===== config.mk =====
export PLATFORM = sky130hd
export DESIGN_NAME = unified_mem_arbiter
export DESIGN_NICKNAME = d
export VERILOG_FILES = /design/src/rtl/unified_mem_arbiter.sv
export SDC_FILE = /design/constraint.sdc
export NUM_CORES = 1
export LEC_CHECK = 0
export ABC_AREA = 1
export CAP_MARGIN = 10
export CELL_PAD_IN_SITES_DETAIL_PLACEMENT = 1
export CELL_PAD_IN_SITES_GLOBAL_PLACEMENT = 1
export CORE_MARGIN = 4
export CORE_UTILIZATION = 41
export CTS_CLUSTER_SIZE = 12
export DETAILED_ROUTE_END_ITERATION = 7
export DONT_BUFFER_PORTS = 1
export MAX_ROUTING_LAYER = met4
export PLACE_DENSITY_LB_ADDON = 0.1
export SLEW_MARGIN = 20
export SYNTH_ARGS = -nofsm -noshare
export SYNTH_HDL_FRONTEND = slang
export SYNTH_SLANG_ARGS = --single-unit

===== constraint.sdc =====
create_clock -name clk -period 2.2 [get_ports clk]
set_input_delay 0.55 -clock clk [delete_from_list [all_inputs] [get_ports clk]]
set_output_delay 0.55 -clock clk [all_outputs]
set_load 0.1 [all_outputs]

===== src/rtl/unified_mem_arbiter.sv =====
// Two-requester arbiter in front of a single-port synchronous RAM: IF fetches and MEM
// loads/stores share the port, with a fixed two-cycle read latency and IF flush support.
module unified_mem_arbiter #(
    parameter int ADDR_W        = 10,
    parameter int DATA_W        = 32,
    parameter int MAX_ME_STREAK = 3
) (
    input  logic              clk,
    input  logic              rst_n,
    input  logic              if_req,
    input  logic [ADDR_W-1:0] if_addr,
    input  logic              if_flush,
    output logic              if_gnt,
    output logic              if_rvalid,
    output logic [DATA_W-1:0] if_rdata,
    input  logic              me_req,
    input  logic              me_we,
    input  logic [ADDR_W-1:0] me_addr,
    input  logic [DATA_W-1:0] me_wdata,
    output logic              me_gnt,
    output logic              me_rvalid,
    output logic [DATA_W-1:0] me_rdata,
    output logic              stall_if,
    output logic              stall_me,
    output logic              ram_en,
    output logic              ram_we,
    output logic [ADDR_W-1:0] ram_addr,
    output logic [DATA_W-1:0] ram_wdata,
    input  logic [DATA_W-1:0] ram_rdata
);
    localparam logic [3:0] LP_MAX_STREAK = 4'(MAX_ME_STREAK);
    localparam logic       OWN_IF        = 1'b0;
    localparam logic       OWN_ME        = 1'b1;

    logic [3:0]        r_streak;
    logic              r_ram_en_p1;
    logic              r_ram_we_p1;
    logic [ADDR_W-1:0] r_ram_addr_p1;
    logic [DATA_W-1:0] r_ram_wdata_p1;
    logic              r_own_p1;
    logic              r_rd_p1;
    logic              r_vld_p2;
    logic              r_own_p2;

    logic w_streak_full;
    logic w_if_win;
    logic w_me_win;

    // MEM (older instruction) wins contention until IF has waited MAX_ME_STREAK grants
    assign w_streak_full = (r_streak == LP_MAX_STREAK);
    assign w_if_win      = if_req & (~me_req | w_streak_full);
    assign w_me_win      = me_req & ~w_if_win;

    always_ff @(posedge clk or negedge rst_n) begin
        if (!rst_n) begin
            r_streak <= 4'd0;
        end else if (w_if_win || !if_req) begin
            r_streak <= 4'd0;
        end else if (w_me_win && !w_streak_full) begin
            r_streak <= r_streak + 4'd1;
        end
    end

    // Cmd stage: winning command registered toward the RAM
    always_ff @(posedge clk or negedge rst_n) begin
        if (!rst_n) begin
            r_ram_en_p1    <= 1'b0;
            r_ram_we_p1    <= 1'b0;
            r_ram_addr_p1  <= '0;
            r_ram_wdata_p1 <= '0;
            r_own_p1       <= OWN_IF;
            r_rd_p1        <= 1'b0;
        end else begin
            r_ram_en_p1 <= w_if_win | w_me_win;
            r_ram_we_p1 <= w_me_win & me_we;
            r_rd_p1     <= w_if_win | (w_me_win & ~me_we);
            if (w_me_win) begin
                r_ram_addr_p1  <= me_addr;
                r_ram_wdata_p1 <= me_wdata;
                r_own_p1       <= OWN_ME;
            end else if (w_if_win) begin
                r_ram_addr_p1 <= if_addr;
                r_own_p1      <= OWN_IF;
            end
        end
    end

    // Resp stage: a flush drops the IF read leaving the cmd stage; a fetch granted
    // in the flush cycle is the branch target and enters the cmd stage untouched
    always_ff @(posedge clk or negedge rst_n) begin
        if (!rst_n) begin
            r_vld_p2 <= 1'b0;
            r_own_p2 <= OWN_IF;
        end else begin
            r_vld_p2 <= r_rd_p1 & ~(if_flush & (r_own_p1 == OWN_IF));
            r_own_p2 <= r_own_p1;
        end
    end

    assign if_gnt    = w_if_win;
    assign me_gnt    = w_me_win;
    assign stall_if  = if_req & ~w_if_win;
    assign stall_me  = me_req & ~w_me_win;

    assign ram_en    = r_ram_en_p1;
    assign ram_we    = r_ram_we_p1;
    assign ram_addr  = r_ram_addr_p1;
    assign ram_wdata = r_ram_wdata_p1;

    assign if_rvalid = r_vld_p2 & (r_own_p2 == OWN_IF) & ~if_flush;
    assign me_rvalid = r_vld_p2 & (r_own_p2 == OWN_ME);
    assign if_rdata  = ram_rdata;
    assign me_rdata  = ram_rdata;

endmodule


==> impl_metrics.env, run 1 <==
export IMPL_power_density_nw_per_um2=912.6
export IMPL_yosys_register_bits=52
export IMPL_dieArea_sq_um=7690
export IMPL_synthMuxAreaShare_pct=0
export IMPL_synthSimpleGateAreaFrac_pct=23.79
export IMPL_worst_path_max_fanout=10
export IMPL_r2r_start="r_streak[2]"
export IMPL_drv_cap=0
export IMPL_synth_xor_area_share_pct=0.6728
export IMPL_drive_gt1_share_pct=28.13
export IMPL_ir_drop_mv=0.3224
export IMPL_vias_per_cell=4.887
export IMPL_dp_cells=351
export IMPL_crit_top_cell="nor2_4"
export IMPL_path_class="flip-flop to output pin"
export IMPL_period_share_pct=95.43
export IMPL_end_kind="output pin"
export IMPL_r2r_end="ram_wdata[11]"
export IMPL_port_buffers=0
export IMPL_final_cell_mix="115 x nand2_1, 52 x buf_4, 52 x dfrtp_1"
export IMPL_clk_latency_ps=290
export IMPL_power_leakage_nw=1.466
export IMPL_relSlewSlack_pct=74.41
export IMPL_worstPathCellList="nor2_4 > nand2_4 > nand2_8 > inv_4 > nor2_4 > nand2_2 > clkinvlp_4 > buf_12"
export IMPL_rrSetupSlack_ps=760
export IMPL_critical_path_max_stage_delay_ps=440
export IMPL_ys_warn_count=0
export IMPL_avgRoutedWirePerCell_microns=15.92
export IMPL_cp_top_family="simple AND/OR/NAND/NOR gates"
export IMPL_yosysUniqueCellTypes=21
export IMPL_start_util_pct=43.21
export IMPL_crit_required_ps=1650
export IMPL_cp_slowest_cell="dfrtp_1"
export IMPL_hold_path_class="input port to asynchronous set/reset pin"
export IMPL_synth_top_family_by_area="simple AND/OR/NAND/NOR gates"
export IMPL_first_global_vias=1851
export IMPL_vias=1774
export IMPL_clk_pin_slew_ps=90
export IMPL_rows=28
export IMPL_worstRegToRegCells=6
export IMPL_clkSinkCount=52
export IMPL_wl_mm=5.779
export IMPL_final_hold_viol_count=0
export IMPL_htreeDepth=2
export IMPL_syn_inst=296
export IMPL_grt_pass1_wl_mm=9.315
export IMPL_antenna_found_initial=0
export IMPL_synth_compound_area_share_pct=2.259
export IMPL_antennaDiodeCount=0
export IMPL_cts_tree="built"
export IMPL_setup_viol=0
export IMPL_die_y_microns=87.69
export IMPL_worst_pin_slew_ps=382.8
export IMPL_drtIter0Drc=49
export IMPL_grt_max_degree=53
export IMPL_fin_util_pct=46.43
export IMPL_synthAdderAreaFrac_pct=0.4805
export IMPL_syn_area_sq_um=2604
export IMPL_final_cells=363
export IMPL_nNetsFinal=378
export IMPL_cts_buffers=5
export IMPL_grt_usage_pct=15.90
export IMPL_slew_viol_final=0
export IMPL_layout_setup_ws_ps=100.6
export IMPL_clockRootBuffer="clkbuf_8"
export IMPL_period_minus_slack_ps=2099
export IMPL_timing_fmax_ghz=0.4763
export IMPL_dp_hpwl_mm=4.357
export IMPL_area_growth_pct=7.448
export IMPL_ys_seq_area_share_pct=49.98
export IMPL_place_gp_congestion=0.7597
export IMPL_drcViolationCount=0
export IMPL_crit_arrival_ps=1550
export IMPL_firstDrtPassIters=4
export IMPL_critical_path_buf_inv_count=3
export IMPL_worstSetupStartpointType="flip-flop"
export IMPL_final_common_cell="nand2_1"
export IMPL_antenna_left=0
export IMPL_fin_skew_ps=8.014
export IMPL_grt_overflow=0
export IMPL_dieWidth_microns=87.69
export IMPL_place_ws_ps=325.7
export IMPL_clockBufferDepth=2
export IMPL_ios=204
export IMPL_core_sq_um=6026
export IMPL_avgSynthCellArea_sq_um=8.796
export IMPL_rsz0062_at_grt="false"
export IMPL_synth_fp_nets=387
export IMPL_status="complete, no violations"
==> metrics by stage <==
stage / area (sq um) / total power [mW] / setup TNS, ps / hold slack (ps)
after floorplan: 2654 / 2.358 / -148.3 / 254.4
after global placement: 2643 / 1.984 / 0 / 256.1
after detailed placement: 2643 / 1.996 / 0 / 255.8
after CTS: 2771 / 2.591 / 0 / 100.5
after global routing: 2798 / 2.681 / 0 / 93.49
final: 2798 / 2.553 / 0 / 97.51
==> cell families after synthesis <==
| kind of cell | count (synthesis) |
|---|---|
| compound gates | 5 |
| xor+xnor | 2 |
| fa+ha+maj | 1 |
| flops | 52 |
| simple gates | 152 |
| buf+inv | 84 |
==> metal layers <==
| metal | part of all wire, % | vias up | GRT usage (%) |
|---|---|---|---|
| li1 | - | 818 | - |
| met1 | 40 | 853 | 20.59 |
| met2 | 47 | 92 | 24.45 |
| met3 | 11 | 11 | 4.610 |
| met4 | 0.95 | 0 | 4.184 |
| met5 | 0 | - | - |
==> synth_stat cells <==
library cell,number,area share [%]
nand2_1,117,17
buf_4,66,19
dfrtp_1,52,50
nand3_1,20,3.8
inv_1,10,1.4
nor2_1,8,1.2
nand2_2,5,1.2
buf_6,4,1.7
clkbuf_1,2,0.29
a21boi_0,1,0.29
a31oi_4,1,0.82
buf_2,1,0.19
ha_1,1,0.48
inv_2,1,0.14
nor2_4,1,0.43
nor3b_1,1,0.29
o21ai_0,1,0.19
o21bai_4,1,0.72
o22ai_1,1,0.24
xnor2_1,1,0.34
xor2_1,1,0.34
==> report_power, final <==
part           internal, mW  switching (mW)  total (mW)
combinational         0.173           0.756       0.930
clock                 0.256           0.301       0.558
sequential             1.03          0.0312        1.07
==> state kept, by name, indices dropped and copies added (netlist names) <==
register / flops
ram_addr: 10
ram_we: 1
r_own_p2: 1
ram_en: 1
r_streak: 4
r_own_p1: 1
r_rd_p1: 1
r_vld_p2: 1
ram_wdata: 32
==> how the worst max path moves through the flow <==
stage,start,to,slack [ps],depth (start not counted)
3_3_place_gp,r_streak[0],stall_if,380,7
6_report,r_streak[2],stall_me,100,8
4_1_cts,r_streak[1],stall_if,20,7
3_5_place_dp,r_streak[0],stall_if,330,7
5_1_grt,r_streak[1],stall_me,3,8
2_1_floorplan,r_streak[3],stall_me,-150,7
==> what timing repair did <==
item / 4_1_cts / 5_1_grt
endpoints found under the hold margin: 52 / 0
buffers inserted: 1 / 2
resized for setup: 0 / 3
setup endpoints to repair: 1 / 3
hold buffers: 1 / 0
pin swaps: 0 / 1
==> layout make-up <==
class                      instances  area (sq um)
multi-input combinational        160         763.2
clock buffer                       7         86.33
clock inverter                     1         7.507
inverter                          11         47.55
tap                               75         93.84
sequential                        52          1301
timing repair buffer              57         498.0
fill                             729          3228
Power figures use the tool's default switching activity.
==> run 2: changes to the inputs <==
--- a/config.mk
+++ b/config.mk
@@ -10,12 +10,12 @@
 export CELL_PAD_IN_SITES_DETAIL_PLACEMENT = 1
 export CELL_PAD_IN_SITES_GLOBAL_PLACEMENT = 1
 export CORE_MARGIN = 4
-export CORE_UTILIZATION = 41
+export CORE_UTILIZATION = 45
 export CTS_CLUSTER_SIZE = 12
 export DETAILED_ROUTE_END_ITERATION = 7
 export DONT_BUFFER_PORTS = 1
 export MAX_ROUTING_LAYER = met4
-export PLACE_DENSITY_LB_ADDON = 0.1
+export PLACE_DENSITY = 0.85
 export SLEW_MARGIN = 20
 export SYNTH_ARGS = -nofsm -noshare
 export SYNTH_HDL_FRONTEND = slang
==> impl_metrics.env, run 2 (synthesized netlist as in run 1, its figures left out) <==
export IMPL_status="complete, no violations"
export IMPL_area_growth_pct=7.929
export IMPL_wl_mm=5.738
export IMPL_dieArea_sq_um=7067
export IMPL_antenna_left=0
export IMPL_antennaDiodeCount=0
export IMPL_power_density_nw_per_um2=930.1
export IMPL_cts_tree="built"
export IMPL_grt_pass1_wl_mm=9.666
export IMPL_hold_path_class="input port to asynchronous set/reset pin"
export IMPL_dp_hpwl_mm=4.357
export IMPL_end_kind="output pin"
export IMPL_grt_overflow=0
export IMPL_antenna_found_initial=0
export IMPL_drcViolationCount=0
export IMPL_clkSinkCount=52
export IMPL_firstDrtPassIters=4
export IMPL_p_int_mw=1.533
export IMPL_worst_path_max_fanout=6
export IMPL_nNetsFinal=381
export IMPL_grt_usage_pct=17.42
export IMPL_htreeDepth=2
export IMPL_core_sq_um=5574
export IMPL_ios=204
export IMPL_final_common_cell="nand2_1"
export IMPL_critical_path_max_stage_delay_ps=430
export IMPL_crit_required_ps=1650
export IMPL_drive_gt1_share_pct=29.07
export IMPL_fillers=663
export IMPL_drtIter0Drc=52
export IMPL_power_leakage_nw=1.479
export IMPL_worstPathCellList="ha_4 > nand2_4 > nand2_8 > inv_4 > nor2_4 > nand2_2 > clkinvlp_4 > buf_12"
export IMPL_clockBufferDepth=2
export IMPL_fin_skew_ps=5.668
export IMPL_clockRootBuffer="clkbuf_8"
export IMPL_worst_pin_slew_ps=346.4
export IMPL_setup_viol=0
export IMPL_slew_viol_final=0
export IMPL_rsz0062_at_grt="false"
export IMPL_crit_arrival_ps=1550
export IMPL_start_util_pct=46.71
export IMPL_p_comb_share_pct=35.6
export IMPL_period_minus_slack_ps=2104
export IMPL_largest_register_ffs=32
export IMPL_place_gp_congestion=0.7470
export IMPL_ir_drop_mv=0.4496
export IMPL_worstSetupStartpointType="flip-flop"
export IMPL_timing_fmax_ghz=0.4752
export IMPL_place_ws_ps=359.0
export IMPL_port_buffers=0
export IMPL_rows=27
export IMPL_final_cell_mix="115 x nand2_1, 56 x buf_4, 51 x dfrtp_1"
export IMPL_die_y_microns=84.07
export IMPL_first_global_vias=2014
export IMPL_cp_slowest_cell="dfrtp_1"
export IMPL_grt_max_degree=53
export IMPL_avgRoutedWirePerCell_microns=15.89
export IMPL_total_power_mw=2.614
export IMPL_clk_pin_slew_ps=80
export IMPL_period_share_pct=95.66
export IMPL_vias_per_cell=4.922
export IMPL_cts_buffers=5
export IMPL_vias=1777
export IMPL_pwr_share_seq_pct=40.7
export IMPL_p_sw_mw=1.081
export IMPL_relSlewSlack_pct=76.84
export IMPL_clk_latency_ps=300
export IMPL_layout_setup_ws_ps=95.58
export IMPL_drv_cap=0
export IMPL_clockPowerShare_pct=23.7
export IMPL_switching_share_pct=41.36
export IMPL_path_class="flip-flop to output pin"
export IMPL_final_hold_viol_count=0
export IMPL_dieWidth_microns=84.07
run 2: worst paths after layout:
kind                              from       endpoint  slack [ps]  cells after the start
setup / recovery           r_streak[0]       stall_me         100                      8
hold / removal                   rst_n    ram_addr[3]         100                      1
setup reg to reg           r_streak[0]  ram_wdata[12]         490                      7
hold reg to reg               r_own_p1       r_own_p2         390                      0
max in group asynchronous        rst_n    r_streak[2]        1870                      1
min in group clk                if_req       r_own_p1         340                      1
run 2: worst max-delay path: cells and delay by family, from the launching register on:
kind,cells,cell delay [ps]
adder cells (fa/ha/maj),1,200
buffers and inverters,3,330
flip-flops,1,430
AND/OR/NAND/NOR,4,280
run 2: layout make-up:
type / instances / area (sq um) / area share, %
flip-flops and latches: 52 / 1303 / 46.35
multi-input cells: 160 / 763.2 / 27.16
repair buffers: 60 / 508.0 / 18.08
well taps: 72 / 90.09 / 3.206
clock buffers: 5 / 68.82 / 2.449
inverters: 11 / 47.55 / 1.692
clock inverters: 1 / 30.03 / 1.069
run 2: stage by stage:
stage | hold WS (ps) | TNS, ps | instances | cell area [sq um] | util, %
6_report | 100.5 | 0 | 361 | 2810 | 50.42
2_1_floorplan | 254.4 | -148.3 | 296 | 2654 | -
4_1_cts | 97.96 | 0 | 355 | 2753 | 49.38
3_5_place_dp | 255.9 | 0 | 348 | 2626 | 47.12
5_1_grt | 98.57 | 0 | 361 | 2810 | 50.42
3_3_place_gp | 255.8 | 0 | 348 | 2626 | 47.12
run 2: layer usage:
layer	GRT usage [%]	routed length, microns
met1	18.38	2172
met3	6.515	531
met5	-	0
met2	29.99	2938
met4	5.702	95
run 2: repair_timing:
action | 4_1_cts | 5_1_grt
resized for setup | 0 | 4
setup buffers | 0 | 6
endpoints found under the hold margin | 52 | 0
endpoints found under the setup margin | 0 | 3
hold buffers | 1 | 0
run 2: power by group through the flow:
| stage | registers [mW] | logic, mW | clock network (mW) |
|---|---|---|---|
| after floorplan | 1.64 | 0.717 | 0 |
| after global placement | 1.08 | 0.894 | 0 |
| after detailed placement | 1.09 | 0.907 | 0 |
| after CTS | 1.07 | 0.933 | 0.639 |
| after global routing | 1.08 | 0.971 | 0.685 |
| final | 1.06 | 0.929 | 0.620 |
==> run 3: changes to the inputs <==
--- a/config.mk
+++ b/config.mk
@@ -14,6 +14,7 @@
 export CTS_CLUSTER_SIZE = 12
 export DETAILED_ROUTE_END_ITERATION = 7
 export DONT_BUFFER_PORTS = 1
+export GPL_TIMING_DRIVEN = 0
 export MAX_ROUTING_LAYER = met4
 export PLACE_DENSITY = 0.85
 export SLEW_MARGIN = 20
==> impl_metrics.env, run 3 (synthesized netlist as in run 1, its figures left out) <==
export IMPL_ios=204
export IMPL_cp_depth=7
export IMPL_dieArea_sq_um=7067
export IMPL_cp_slowest_cell="nor2_4"
export IMPL_grt_pass1_wl_mm=11.01
export IMPL_crit_start="r_streak[3]"
export IMPL_timing_fmax_ghz=0.3732
export IMPL_antenna_found_initial=0
export IMPL_fillers=672
export IMPL_cts_buffers=5
export IMPL_path_class="flip-flop to output pin"
export IMPL_worstPathCellList="nor2_4 > nand2_4 > nand2_8 > inv_6 > nor2_4 > nand2_2 > clkinvlp_4"
export IMPL_grt_overflow=0
export IMPL_first_global_vias=2083
export IMPL_worst_path_max_fanout=2
export IMPL_start_util_pct=46.71
export IMPL_layout_setup_ws_ps=-479.5
export IMPL_clockRootBuffer="clkbuf_8"
export IMPL_drive_gt1_share_pct=34.89
export IMPL_firstDrtPassIters=4
export IMPL_crit_required_ps=1650
export IMPL_r2r_end="ram_addr[7]"
export IMPL_clockBufferDepth=2
export IMPL_rows=27
export IMPL_critical_path_buf_inv_count=2
export IMPL_period_minus_slack_ps=2680
export IMPL_largest_register_ffs=32
export IMPL_status="finished, violations left"
export IMPL_clk_latency_ps=300
export IMPL_final_cell_mix="115 x nand2_1, 81 x buf_4, 52 x dfrtp_1"
export IMPL_worst_pin_slew_ps=1070
export IMPL_wl_mm=7.102
export IMPL_drcViolationCount=0
export IMPL_antenna_left=0
export IMPL_port_buffers=0
export IMPL_crit_arrival_ps=2130
export IMPL_rrSetupSlack_ps=540
export IMPL_clk_pin_slew_ps=90
export IMPL_hold_path_class="input port to asynchronous set/reset pin"
export IMPL_worstSetupStartpointType="flip-flop"
export IMPL_hold_ws_ps=74.35
export IMPL_worstRegToRegCells=8
export IMPL_setup_viol=2
export IMPL_grt_usage_pct=20.19
export IMPL_vias=1952
export IMPL_drv_cap=0
export IMPL_end_kind="output pin"
export IMPL_ir_drop_mv=0.4144
export IMPL_critical_path_max_stage_delay_ps=530
export IMPL_critical_path_endpoint="stall_me"
export IMPL_dp_cells=368
export IMPL_fin_skew_ps=5.984
export IMPL_nNetsFinal=411
export IMPL_vias_per_cell=4.967
export IMPL_drtIter0Drc=50
export IMPL_dp_hpwl_mm=5.437
export IMPL_crit_top_cell="nor2_4"
export IMPL_period_share_pct=121.8
export IMPL_avgRoutedWirePerCell_microns=18.07
export IMPL_core_sq_um=5574
export IMPL_slew_viol_final=0
export IMPL_power_leakage_nw=1.600
export IMPL_violations="setup timing"
export IMPL_rsz0062_at_grt="true"
export IMPL_total_power_mw=2.992
export IMPL_htreeDepth=2
export IMPL_power_density_nw_per_um2=990.2
export IMPL_antennaDiodeCount=0
export IMPL_clkSinkCount=52
export IMPL_final_common_cell="nand2_1"
export IMPL_dieWidth_microns=84.07
export IMPL_final_hold_viol_count=0
export IMPL_cp_top_family="simple AND/OR/NAND/NOR gates"
export IMPL_place_gp_congestion=0.7690
export IMPL_cts_tree="built"
export IMPL_relSlewSlack_pct=28.62
export IMPL_die_y_microns=84.07
export IMPL_r2r_start="r_streak[1]"
export IMPL_area_growth_pct=16.05
export IMPL_grt_max_degree=53
export IMPL_final_cells=393
run 3: changes by cell type in the layout (fill, tap and decap cells not counted), moves of 2 or more:
cell and change:
buf_12 -2, buf_6 +5, clkbuf_1 +3, buf_4 +25, clkinvlp_4 +2
run 3: stage by stage:
stage / setup TNS, ps / utilization [%] / area, sq um / setup slack, ps
3_5_place_dp: -277.3 / 49.23 / 2744 / -271.9
2_1_floorplan: -148.3 / - / 2654 / -148.3
6_report: -615.6 / 54.21 / 3022 / -479.5
4_1_cts: -587.8 / 53.31 / 2972 / -458.0
5_1_grt: -834.7 / 54.21 / 3022 / -569.8
3_3_place_gp: -224.6 / 49.23 / 2744 / -224.6
run 3: worst min path at each step:
stage / startpoint / end / depth (start not counted)
after global routing: rst_n / ram_wdata[17] / 1
after global placement: rst_n / ram_addr[5] / 0
final: rst_n / ram_wdata[5] / 1
after detailed placement: rst_n / ram_addr[5] / 0
after floorplan: rst_n / r_own_p1 / 0
after CTS: rst_n / ram_wdata[7] / 1
run 3: power breakdown:
part	switching [mW]	total (mW)	internal (mW)
clock	0.322	0.549	0.227
combinational	0.639	0.800	0.161
sequential	0.621	1.64	1.02
total	1.58	2.99	1.41
run 3: layer usage:
metal  global-route usage, %  share of wire, %  up-vias  wire length [microns]
met5                       -                 0        -                      0
met4                   4.678              0.80        0                     57
met3                   7.897                11        6                    803
met2                   35.08                54      116                   3836
met1                   21.65                34      946                   2405
li1                        -                 -      884                      -
run 3: area by class of cell:
class                      count  area (sq um)  share of cell area [%]
buffer                        73         568.0                   18.80
clock buffer                   6         72.57                   2.402
clock inverter                 2         16.27                  0.5383
inverter                      11         53.80                   1.781
multi-input combinational    160         768.2                   25.42
sequential                    52          1301                   43.06
tap                           72         90.09                   2.981
timing repair buffer          17         151.4                   5.010
run 3: what timing repair did:
item	CTS	global route
hold endpoints to repair	52	0
hold buffers	1	0
pin swaps	8	5
endpoints found under the setup margin	4	4
resized for setup	9	2
buffers inserted	10	7
==> variant (flow settings as in run 2) <==
Set the parameter `ADDR_W` to 11 (it was 10).
--- a/src/rtl/unified_mem_arbiter.sv
+++ b/src/rtl/unified_mem_arbiter.sv
@@ -1,7 +1,7 @@
 // Two-requester arbiter in front of a single-port synchronous RAM: IF fetches and MEM
 // loads/stores share the port, with a fixed two-cycle read latency and IF flush support.
 module unified_mem_arbiter #(
-    parameter int ADDR_W        = 10,
+    parameter int ADDR_W        = 11,
     parameter int DATA_W        = 32,
     parameter int MAX_ME_STREAK = 3
 ) (
Ports: changed (resized if_addr, me_addr and ram_addr); port bits go from 204 to 207. No check against the original RTL was run, so the function may have changed too.
==> variant against run 2 <==
- sequential cell count rose by 1
- largest power group unchanged
- synthesized area rose by 5.5%
- worst hold slack got worse by 0.0015 ns
- clock power rose by 10%
- largest cell class unchanged
- wire length rose by 11%
- worst setup slack improved by 0.0029 ns
- design area rose by 4.6%
- power rose by 5.5%
- critical path type unchanged
==> variant: results (changes against run 2) <==
[detailed_routing]
routed.top_layer=met4
wl_met3_um=417  ; -21%
wl_per_cell_um=16.5  ; +3.6%
dr.pass1.iters=4  ; unchanged
drtIter0Drc=71  ; +37%
wl_met1_um=2290  ; +5.4%
viasPerCell=4.82  ; -2.1%
dr_wl_met2_um=3510  ; +20%

[setup_path]
arrival_ns=1.55  ; about the same
regToRegEndpoint=ram_addr[1]$_DFFE_PN0P_
ff2ff_setup_slack_ns=0.52  ; +0.03 ns
r2r.worst_path.cells=6  ; -1
worstReg2RegStart=r_streak[0]$_DFFE_PN0P_
crit_fanout=5  ; -1

[hold_path]
hp-class=input port to asynchronous set/reset pin

[placed_design]
place_congestion=0.783  ; +4.8%
hpwl_um=4690  ; +7.7%
dp_slack_ns=0.119  ; -0.240 ns
dp.cells=377  ; +8.3%

[clock_network]
numCtsBuffers=5  ; unchanged
cts_resized=3  ; +3
ctsLongestPathBuffers=2  ; unchanged
insertion_delay_ns=0.30  ; about the same
cts_hold_buffers=1  ; unchanged
clk_pin_slew_ns=0.09

[layout]
drive_above_1_share_pct=28.5  ; -0.54 points
antenna-diode-count=0  ; unchanged
largest_reg_flops=32  ; unchanged
fin_nets=404  ; +6.0%
stdcell_count=387  ; +7.2%

[logic_synthesis]
yosysWarnings=0  ; unchanged
syn_avg_cell_area_um2=8.56  ; -2.7%
async_flop_share_pct=100  ; unchanged
synth_common_cells=126 x nand2_1, 64 x buf_4, 53 x dfrtp_1
yosysSeqAreaShare_pct=48.3  ; -1.7 points
synthDistinctLibCells=23  ; +9.5%
yosys-top-cells-area=dfrtp_1 48%, buf_4 17%, nand2_1 17%
syn-num-nets=414  ; +7.0%

[status]
status=complete, no violations

[sta]
max_slew_margin_pct=80.0  ; +3.1 points
fin_skew_ns=0.00454  ; -0.00113 ns

[pwr]
ir_drop_v=0.000335  ; -25%
power_leakage_uw=0.00158  ; +6.9%

[grt]
grt_util_met1_pct=19.3  ; +0.91 points
gr-usage-all-layers_pct=18.0  ; +0.58 points
grt_pass1_wl_um=9960  ; +3.1%
grt_max_degree=54  ; +1.9%
grt_util_met3_pct=4.13  ; -2.4 points
grt_pass1_vias=1985  ; -1.4%
use_met2_pct=32.1  ; +2.1 points

-- variant: worst max path at each step --
stage | end | slack (ns) | startpoint
after floorplan | stall_me | -0.1 | r_streak[0]$_DFFE_PN0P_
after global placement | stall_if | 0.20 | me_req
after detailed placement | stall_if | 0.12 | me_req
after CTS | stall_if | 0.03 | r_streak[0]$_DFFE_PN0P_
after global routing | stall_me | 0.002 | r_streak[0]$_DFFE_PN0P_
final | stall_if | 0.1 | r_streak[0]$_DFFE_PN0P_
-- variant: cell type report --
class	instances	area [µm²]
timing repair buffer	57	485
clock inverter	1	30.0
fill	716	2980
tap	75	93.8
clock buffer	7	86.3
multi-input combinational	174	835
inverter	20	82.6
sequential	53	1330
-- variant: critical path, cell delays in order, from the launching register on --
cell and delay (ns):
dfrtp_1 0.43, ha_4 0.21, a21oi_4 0.19, nand2_2 0.12, inv_1 0.12, buf_12 0.18
-- variant: metrics by stage --
| stage | instance area [µm²] | util (%) | hold slack (ns) | setup TNS [ns] |
|---|---|---|---|---|
| after floorplan | 2780 | - | 0.254 | -0.162 |
| after global placement | 2760 | 46.7 | 0.256 | 0 |
| after detailed placement | 2760 | 46.7 | 0.256 | 0 |
| after CTS | 2920 | 49.3 | 0.0975 | 0 |
| after global routing | 2940 | 49.6 | 0.101 | 0 |
| final | 2940 | 49.6 | 0.0990 | 0 |
-- variant: power breakdown --
group / switching, µW / internal (µW) / leakage (µW)
sequential: 30.2 / 1060 / 0.000644
combinational: 806 / 183 / 0.000879
clock: 312 / 371 / 0.0000585
total: 1150 / 1610 / 0.00158
-- variant: kinds of logic after synthesis --
kind of cell / share of synthesized area [%]
buffers and inverters: 23.1
AOI/OAI and AO/OA: 2.32
DFF: 48.3
and+or+nand+nor: 25.2
xor gates and xnor gates: 0.638
adders and majority gates: 0.455
